$ cat src/rtl/sprite_commit_ctrl.sv
// Sprite object-table commit sequencer: queues per-slot updates, streams a batch into staging on commit,
// sets STAGING_READY, then waits for the vsync swap. Optional macro SPRITE_AUTO_COMMIT_EN.
module sprite_commit_ctrl #(
   parameter int MAX_SPRITES = 8,
   parameter int FIFO_DEPTH  = 8,
   parameter int CTRL_ADDR   = 63
) (
   input  logic        clk,
   input  logic        rst,
   input  logic        req_valid,
   output logic        req_ready,
   input  logic [2:0]  req_index,
   input  logic [31:0] req_data,
   input  logic        commit,
   input  logic        bitmap_wr_en,
   input  logic        vsync,
   input  logic        user_interrupt,
   output logic [5:0]  spr_address,
   output logic [31:0] spr_data_in,
   output logic [1:0]  spr_write_n,
   output logic        busy,
   output logic        frame_req,
   output logic [4:0]  fifo_count,
   output logic        err_index,
   output logic        commit_ignored
);

   localparam int         AW      = (FIFO_DEPTH > 1) ? $clog2(FIFO_DEPTH) : 1;
   localparam logic [4:0] DEPTH_C = 5'(FIFO_DEPTH);

   typedef enum logic [1:0] {
      S_IDLE,
      S_DRAIN,
      S_SET_READY,
      S_WAIT_SWAP
   } state_t;

   state_t        state_q, state_d;
   logic [34:0]   mem_q [FIFO_DEPTH];
   logic [AW-1:0] wr_ptr_q, rd_ptr_q;
   logic [4:0]    count_q, count_d;
   logic [4:0]    remain_q, remain_d;
   logic          vsync_q;
   logic [5:0]    addr_q, addr_d;
   logic [31:0]   data_q, data_d;
   logic [1:0]    wn_q, wn_d;
   logic          frame_req_q, commit_ign_q, err_q;
   logic          idx_ok, push, pop, commit_eff;
   logic [34:0]   head;

   assign req_ready = (count_q != DEPTH_C);
   assign idx_ok    = (32'(req_index) < 32'(MAX_SPRITES));
   assign push      = req_valid && req_ready && idx_ok;
   assign head      = mem_q[rd_ptr_q];

`ifdef SPRITE_AUTO_COMMIT_EN
   // A staging request with pending updates commits them; merges with a same-cycle external commit.
   assign commit_eff = commit || (user_interrupt && (count_q != 5'd0));
`else
   assign commit_eff = commit;
`endif

   always_comb begin
      count_d = count_q;
      if (push && !pop) begin
         count_d = count_q + 5'd1;
      end else if (pop && !push) begin
         count_d = count_q - 5'd1;
      end
   end

   always_comb begin
      state_d  = state_q;
      remain_d = remain_q;
      addr_d   = addr_q;
      data_d   = data_q;
      wn_d     = 2'b11;
      pop      = 1'b0;
      case (state_q)
         S_IDLE: begin
            if (commit_eff) begin
               remain_d = count_q;
               state_d  = (count_q == 5'd0) ? S_SET_READY : S_DRAIN;
            end
         end
         S_DRAIN: begin
            pop      = 1'b1;
            addr_d   = {head[34:32], 2'b00};
            data_d   = head[31:0];
            wn_d     = 2'b10;
            remain_d = remain_q - 5'd1;
            if (remain_q == 5'd1) begin
               state_d = S_SET_READY;
            end
         end
         S_SET_READY: begin
            addr_d  = 6'(CTRL_ADDR);
            data_d  = {30'b0, 1'b1, bitmap_wr_en};
            wn_d    = 2'b00;
            state_d = S_WAIT_SWAP;
         end
         S_WAIT_SWAP: begin
            // Only the swap edge seen after READY is set returns control to the host.
            if (vsync && !vsync_q) begin
               state_d = S_IDLE;
            end
         end
         default: state_d = S_IDLE;
      endcase
   end

   always_ff @(posedge clk) begin
      if (rst) begin
         state_q      <= S_IDLE;
         wr_ptr_q     <= '0;
         rd_ptr_q     <= '0;
         count_q      <= 5'd0;
         remain_q     <= 5'd0;
         vsync_q      <= 1'b0;
         addr_q       <= 6'd0;
         data_q       <= 32'd0;
         wn_q         <= 2'b11;
         frame_req_q  <= 1'b0;
         commit_ign_q <= 1'b0;
         err_q        <= 1'b0;
      end else begin
         state_q      <= state_d;
         count_q      <= count_d;
         remain_q     <= remain_d;
         vsync_q      <= vsync;
         addr_q       <= addr_d;
         data_q       <= data_d;
         wn_q         <= wn_d;
         frame_req_q  <= user_interrupt;
         commit_ign_q <= commit && (state_q != S_IDLE);
         if (push) begin
            wr_ptr_q <= wr_ptr_q + AW'(1);
         end
         if (pop) begin
            rd_ptr_q <= rd_ptr_q + AW'(1);
         end
         if (req_valid && req_ready && !idx_ok) begin
            err_q <= 1'b1;
         end
      end
   end

   always_ff @(posedge clk) begin
      if (push) begin
         mem_q[wr_ptr_q] <= {req_index, req_data};
      end
   end

   assign spr_address    = addr_q;
   assign spr_data_in    = data_q;
   assign spr_write_n    = wn_q;
   assign busy           = (state_q != S_IDLE);
   assign frame_req      = frame_req_q;
   assign fifo_count     = count_q;
   assign err_index      = err_q;
   assign commit_ignored = commit_ign_q;

endmodule

$ cat config.mk
export PLATFORM = sky130hd
export DESIGN_NAME = sprite_commit_ctrl
export DESIGN_NICKNAME = d
export VERILOG_FILES = /design/src/rtl/sprite_commit_ctrl.sv
export SDC_FILE = /design/constraint.sdc
export NUM_CORES = 1
export LEC_CHECK = 0
export ABC_CLOCK_PERIOD_IN_PS = 4000
export CORE_AREA = 2 2 175 177
export CTS_CLUSTER_SIZE = 8
export DETAILED_ROUTE_END_ITERATION = 8
export DIE_AREA = 0 0 177 179
export PLACE_DENSITY = 0.76
export RECOVER_POWER = 100
export SYNTH_ARGS = -nofsm -noshare
export SYNTH_HDL_FRONTEND = slang
export SYNTH_SLANG_ARGS = --single-unit
$ cat constraint.sdc
create_clock -name clk -period 4 [get_ports clk]
set_clock_uncertainty 0.05 [all_clocks]
set_input_delay 0.8 -clock clk [delete_from_list [all_inputs] [get_ports clk]]
set_output_delay 0.8 -clock clk [all_outputs]
set_load 0.05 [all_outputs]
---- Word level (Yosys, flattened, before mapping) ----
Memory sizes are Yosys's and may differ from the RTL's. A register that Yosys moved wholly into a read port is not among the register bits.
Index checks and enable logic that the tools add are counted.
cells by class
  shift operators ......................... 0
  bitwise logic cells ..................... 0
  add/subtract/negate cells ............... 5
  $mul .................................... 0
  reduce and logical (&&, ||, !) cells .... 16
  divide/modulo/power cells ............... 0
  eq/ne operators ......................... 8
  mux-type cells .......................... 17
  order comparisons ....................... 0
operators with widths
  operator                                                number
  one-hot mux 32 bit (2 select lines)                     1
  two-way mux 5 bit                                       3
  one-hot mux 6 bit (2 select lines)                      1
  one-hot mux 5 bit (2 select lines)                      1
  subtractor 5 x 1 -> 5 bit (second input constant)       2
  two-way mux 2 bit                                       4
  one-hot mux 2 bit (4 select lines)                      1
  nonzero test 2 bit                                      4
  adder 3 x 1 -> 3 bit (second input constant)            2
  two-way mux 3 bit                                       2
  inequality test 2 bit (second input constant)           3
  adder 5 x 1 -> 5 bit (second input constant)            1
  equality test 5 x 1 -> 1 bit (second input constant)    1
  logical AND 1 bit                                       5
  logical NOT 5 bit                                       1
  inequality test 5 x 4 -> 1 bit (second input constant)  1
  equality test 2 bit (second input constant)             2
  one-hot mux 2 bit (2 select lines)                      1
  logical NOT 1 bit                                       3
  two-way mux 1 bit                                       3
  AND reduction 3 bit                                     1
  equality test 2 x 1 -> 1 bit (second input constant)    1
  logical NOT 2 bit                                       1
  AND reduction 2 bit                                     1
word-level totals
  memory bits (writable) .................. 280
  bits in read-only memories .............. 0
  flip-flop bits (word level) ............. 61
  bits in latches ......................... 0
  word-level logic and storage cells ...... 58
  output and inout bits ................... 50
  input bits .............................. 42
  memories ................................ 1
memory list
  name   words  bits a word  rd ports  clocked after memory_dff  write ports  RTL line  RTL
  mem_q  8      35           1         1                         1            39        logic [34:0] mem_q [FIFO_DEPTH];

---- Depth between registers and ports, before layout ----
  depth in word-level cells ............... 6
  mapped depth ............................ 10
  gate-level depth less buffers ........... 10

---- Least setup slack after synthesis ----
Ideal clock, no wire load.
  kind .................................... register to register
  from .................................... reg count_q[0], in the netlist fifo_count[0]
  to ...................................... mem mem_q[0][0], enable pin
  buffers on the path ..................... 0
  data required time ...................... 3.479 ns
  setup slack ............................. -0.359 ns
  library setup time ...................... 0.471 ns
  period minus slack after synthesis ...... 4.359 ns
  stages on the path, launching flop included .. 5
  arrival time ............................ 3.838 ns
  path through ............................ dfxtp_1 > nor4_2 > a21boi_1 > nand2b_1 > nor3_1
on the way
  word-level cells in the longest chain between the ends .. 4
RTL lines
  element                                  RTL line  RTL
  from (decl)                              41        logic [4:0] count_q, count_d;
  from (signal assigned)                   128       count_q <= count_d;
  inequality test 5 x 4 -> 1 bit           51        assign req_ready = (count_q != DEPTH_C);
  logical AND 1 bit                        -
  named net push                           48        logic idx_ok, push, pop, commit_eff;
  two-way mux 1 bit                        149       if (push) begin
  two-way mux 1 bit (implied by the code)  150       mem_q[wr_ptr_q] <= {req_index, req_data};
  to (decl)                                39
The timed path passes the listed nets, and every way through them passes these cells.

---- Final worst setup path ----
  from .................................... in req_valid
  to ...................................... mem mem_q[7][6], enable pin
on the way
  word-level cells in the longest chain between the ends .. 3
RTL lines
  element                                  RTL line  RTL
  from (decl)                              10        input logic req_valid,
  logical AND 1 bit                        -
  named net push                           48
  two-way mux 1 bit                        149
  two-way mux 1 bit (implied by the code)  150
The timed path passes the listed nets, and every way through them passes these cells.

==> results summary <==
The number of I/O port buffers is 90. The leftover overflow at the end of global routing came out at 0. The detail route stage leaves a number of antenna-violating nets equal to 0. The first global-routing pass estimated 41,700 µm of wire.

Dividing the detail-routed via count by the number of cells gives between 5 and 6. Summed over all nets, the switching power comes to approximately 0.0036 W. The max-slew violation total from the final report came to 50.

The worst-margin pin slew came out at ~2.4 ns. Post-CTS timing repair inserted 0 buffers for setup. For this run, the leading register cell type out of synthesis is edfxtp_1. The first detailed-routing pass took 5 iterations. In this run the vertical extent of the chip is about 180 µm. After floorplanning, the core was sized to cover between 0.03 and 0.04 mm².

The cell at the root of the clock tree is clkbuf_16. In this run the worst hold path is classified as register to register. The share of total power dissipated in combinational logic is 0.278. In the finished design, the share of the clock period the worst path needs comes to 0.841. The remaining max-slew budget at the tightest pin is -0.633.

The share of total power in the clock network came out at 0.326. After floorplanning, the core was divided into 64 placement rows. The area share of the largest cell type after synthesis is 0.638.

The worst setup path is launched from an input pin. Setup repair after global routing left no endpoint under its margin. For this configuration, the core starts out at a cell density of 0.439. Of all nets on the critical path, the largest fanout is 11. The post-synthesis instance total is around 790. The estimated wirelength of the detail-placed design came out at roughly 16,000 µm. At the later pin of the worst-skew pair, clock insertion delay measures about 0.55 ns. The filler cell count in the final layout is approximately 2,400. The count of cells resized by post-cts repair is 0.

The total via count in the routed design came out at 7,126. The finished layout holds between 1,000 and 1,500 standard cells, fillers aside. The destination of the critical timing path is mem_q[7][6]. The worst register-to-register path ends at fifo_count[4]. The number of cells traversed by the worst hold path is 2. Routability-driven placement finished with a final weighted congestion of between 0.7 and 0.8. No sink is reached through more buffers than the 3 on the longest clock path. The die covers between 0.03 and 0.04 mm². Static timing analysis puts the maximum clock frequency at roughly 0.30 GHz. The most critical setup path has its startpoint at req_valid. The wire length after detailed routing came out at about 26,000 µm. The setup slack of the critical path after layout is roughly 0.64 ns.

The clock sink total came out at roughly 340. The kind of end point of the critical path is a register. The number of nets handed over by synthesis was approximately 850.

From synthesis to final layout, the design area changed by 21.5%. The I/O pin total came out at a little over 90. The distinct cell type count after synthesis came out at 41.

Counting flops with a built-in enable in the synthesized netlist gives 280. The path type of the worst setup path is input pin to register. Across the run, the number of max-cap violations was 1. At the end of the flow, the number of nets in the layout was around 970. The mapped netlist covers 0.0132 mm². The number of antenna violations at the first check in global routing was 1. The area of placed instances is about 0.015 mm². In this run, synthesis produced a sequential element count of about 340. The number of buffers created by CTS came out at 48.

The static leakage is roughly 5.3 nW. The per-instance average area after synthesis is 16.6 µm². By area the synthesized netlist is led by edfxtp_1 64%, dfxtp_1 9.4%, mux4_2 6.7%. The number of DRC markers after the initial detailed-route iteration came out at around 630.

The sequential share of the synthesized area is 0.733. Setup violations remaining at the end of the flow were counted as 0. The number of global-route vias before repair came out at 7,369. The switching power as a share of total power is 0.323. The hold violation total from the final report is 0.

The total routing usage reported by global routing is 0.173. The power per unit of standard cell area came out at a little over 700 mW/mm². For this run, asynchronously set or reset flops after synthesis account for 0. After clock tree synthesis, the clock-pin slew on the worst setup and hold paths is approximately 0.050 ns. The internal cell power came out at 0.00765 W. The total number of yosys warnings came out at 0. OpenSTA, run right after detailed placement, puts the worst setup slack at ~0.75 ns.

The run finished, with violations left. The count of placed standard cells including taps came out at around 1,300. After routing the design area is roughly 0.016 mm². For this run, design rule violations remaining after detail routing come to 0. The worst endpoint required time came out at ~4.2 ns. In this run, post-CTS hold repair placed 0 buffers.

TritonCTS built the clock tree. The worst ir drop on vdd is 0.473 mV. The register-to-register setup slack is between 0.8 and 0.9 ns. The final reports fail on max-capacitance violations, max-slew violations. Of all cell types, the one taking the most synthesized area is edfxtp_1.

The accumulated negative setup slack came out at 0 ns. The proportion of power drawn by flip-flops and latches is 0.396. The worst register-to-register path begins at fifo_count[0]. STA puts the critical path data arrival time at 3.56 ns. The worst reg-to-reg path cell count came out at 10.

The post-detailed-route wirelength per cell came out at about 20 µm. The smallest clock period supported by the final layout is computed as 3.36 ns. The largest net degree at the start of global routing came out at 50. The die boundary width came out at about 180 µm. The share of cells above drive strength 1 is 0.127. The number of levels in the clock H-tree is 2.
sequential cells by signal, summed over array words and instances (netlist names), 2 cells and up, named ones only:
name         cells
mem_q          280
spr_data_in     32
wr_ptr_q         3
rd_ptr_q         3
spr_address      4
spr_write_n      2
state_q          2
fifo_count       5
remain_q         5
placed cells by master, fill, tap and decap left out, drive strengths merged, types with 2 or more instances in the layout:
master	instances
nand2b	39
a211oi	4
clkinv	2
nand3	32
mux2i	68
mux4	39
o22ai	5
a21oi	42
nor2b	6
clkdlybuf4s50	4
nor3	8
buf	15
a31oi	3
nand2	37
dlygate4sd3	85
a22oi	32
o21ai	2
nand3b	3
edfxtp	280
xnor2	2
inv	12
nor2	34
clkbuf	95
dfxtp	62
xor2	3
ha	15
cell families (layout without fill, tap and decap cells):
group,after synthesis,count (layout),synth area share
flip-flops,342,342,0.733
multiplexers,108,108,0.119
other,1,2,0.000285
XOR/XNOR,5,5,0.00333
buffers and inverters,59,213,0.0209
adder cells (fa/ha/maj),16,16,0.0158
AO/OA/AOI/OAI,94,94,0.0449
AND/OR/NAND/NOR,166,166,0.0629
synth_stat cells (all sizes together) (4+ instances only):
cell type    n
mux2i       68
a211oi       4
nor3         8
dfxtp       62
mux4        39
clkbuf      26
nand3       32
nor2b        6
a21oi       42
ha          15
inv         12
buf         21
nand2       37
o22ai        5
nor2        34
nand2b      39
edfxtp     280
a22oi       32
worst max-delay path, stage by stage:
cell           delay (ns)
dlygate4sd3_1        0.52
a21boi_0             0.16
clkbuf_1             0.37
nand2_1              0.25
nor2_1               1.08
buf_4                0.37
cell type report:
type / instances / area [µm²] / share of cell area
Clock buffer: 86 / 1350 / 0.0846
Clock inverter: 2 / 46.3 / 0.00289
Antenna cell: 1 / 2.50 / 0.000156
Sequential cell: 342 / 9660 / 0.604
Multi-Input combinational cell: 390 / 3280 / 0.205
Timing Repair Buffer: 113 / 1110 / 0.0697
Tap cell: 396 / 495 / 0.0310
Inverter: 12 / 45.0 / 0.00282
per-layer routing:
layer / GRT usage / vias to the layer above / share of wire
met1: 0.224 / 3555 / 0.42
li1: - / 3299 / -
met2: 0.292 / 221 / 0.50
met3: 0.0337 / 51 / 0.058
met4: 0.0585 / 0 / 0.022
met5: 0 / - / 0
how the worst min path moves through the flow:
stage                               start               to  slack (ns)
after floorplan               remain_q[1]      remain_q[1]        0.42
after global placement    spr_data_in[25]  spr_data_in[25]        0.40
after detailed placement  spr_data_in[12]  spr_data_in[12]        0.40
after CTS                 spr_data_in[12]  spr_data_in[12]        0.41
after global routing      spr_data_in[12]  spr_data_in[12]        0.42
final                     spr_data_in[26]  spr_data_in[26]        0.40
metrics by stage:
stage               hold WS, ns  utilization  power [W]
floorplan                 0.424            -    0.00682
global placement          0.401        0.488    0.00774
detailed placement        0.404        0.488    0.00781
global route              0.418        0.533     0.0119
CTS                       0.410        0.535     0.0115
finish                    0.405        0.533     0.0113
power by group through the flow:
stage	combinational (W)	sequential, W	clock, W
final	0.00314	0.00447	0.00369
after global routing	0.00341	0.00452	0.00392
after CTS	0.00328	0.00449	0.00375
after detailed placement	0.00326	0.00455	0
after global placement	0.00320	0.00454	0
after floorplan	0.00175	0.00507	0
No activity file was read; power rests on OpenSTA's default activity.
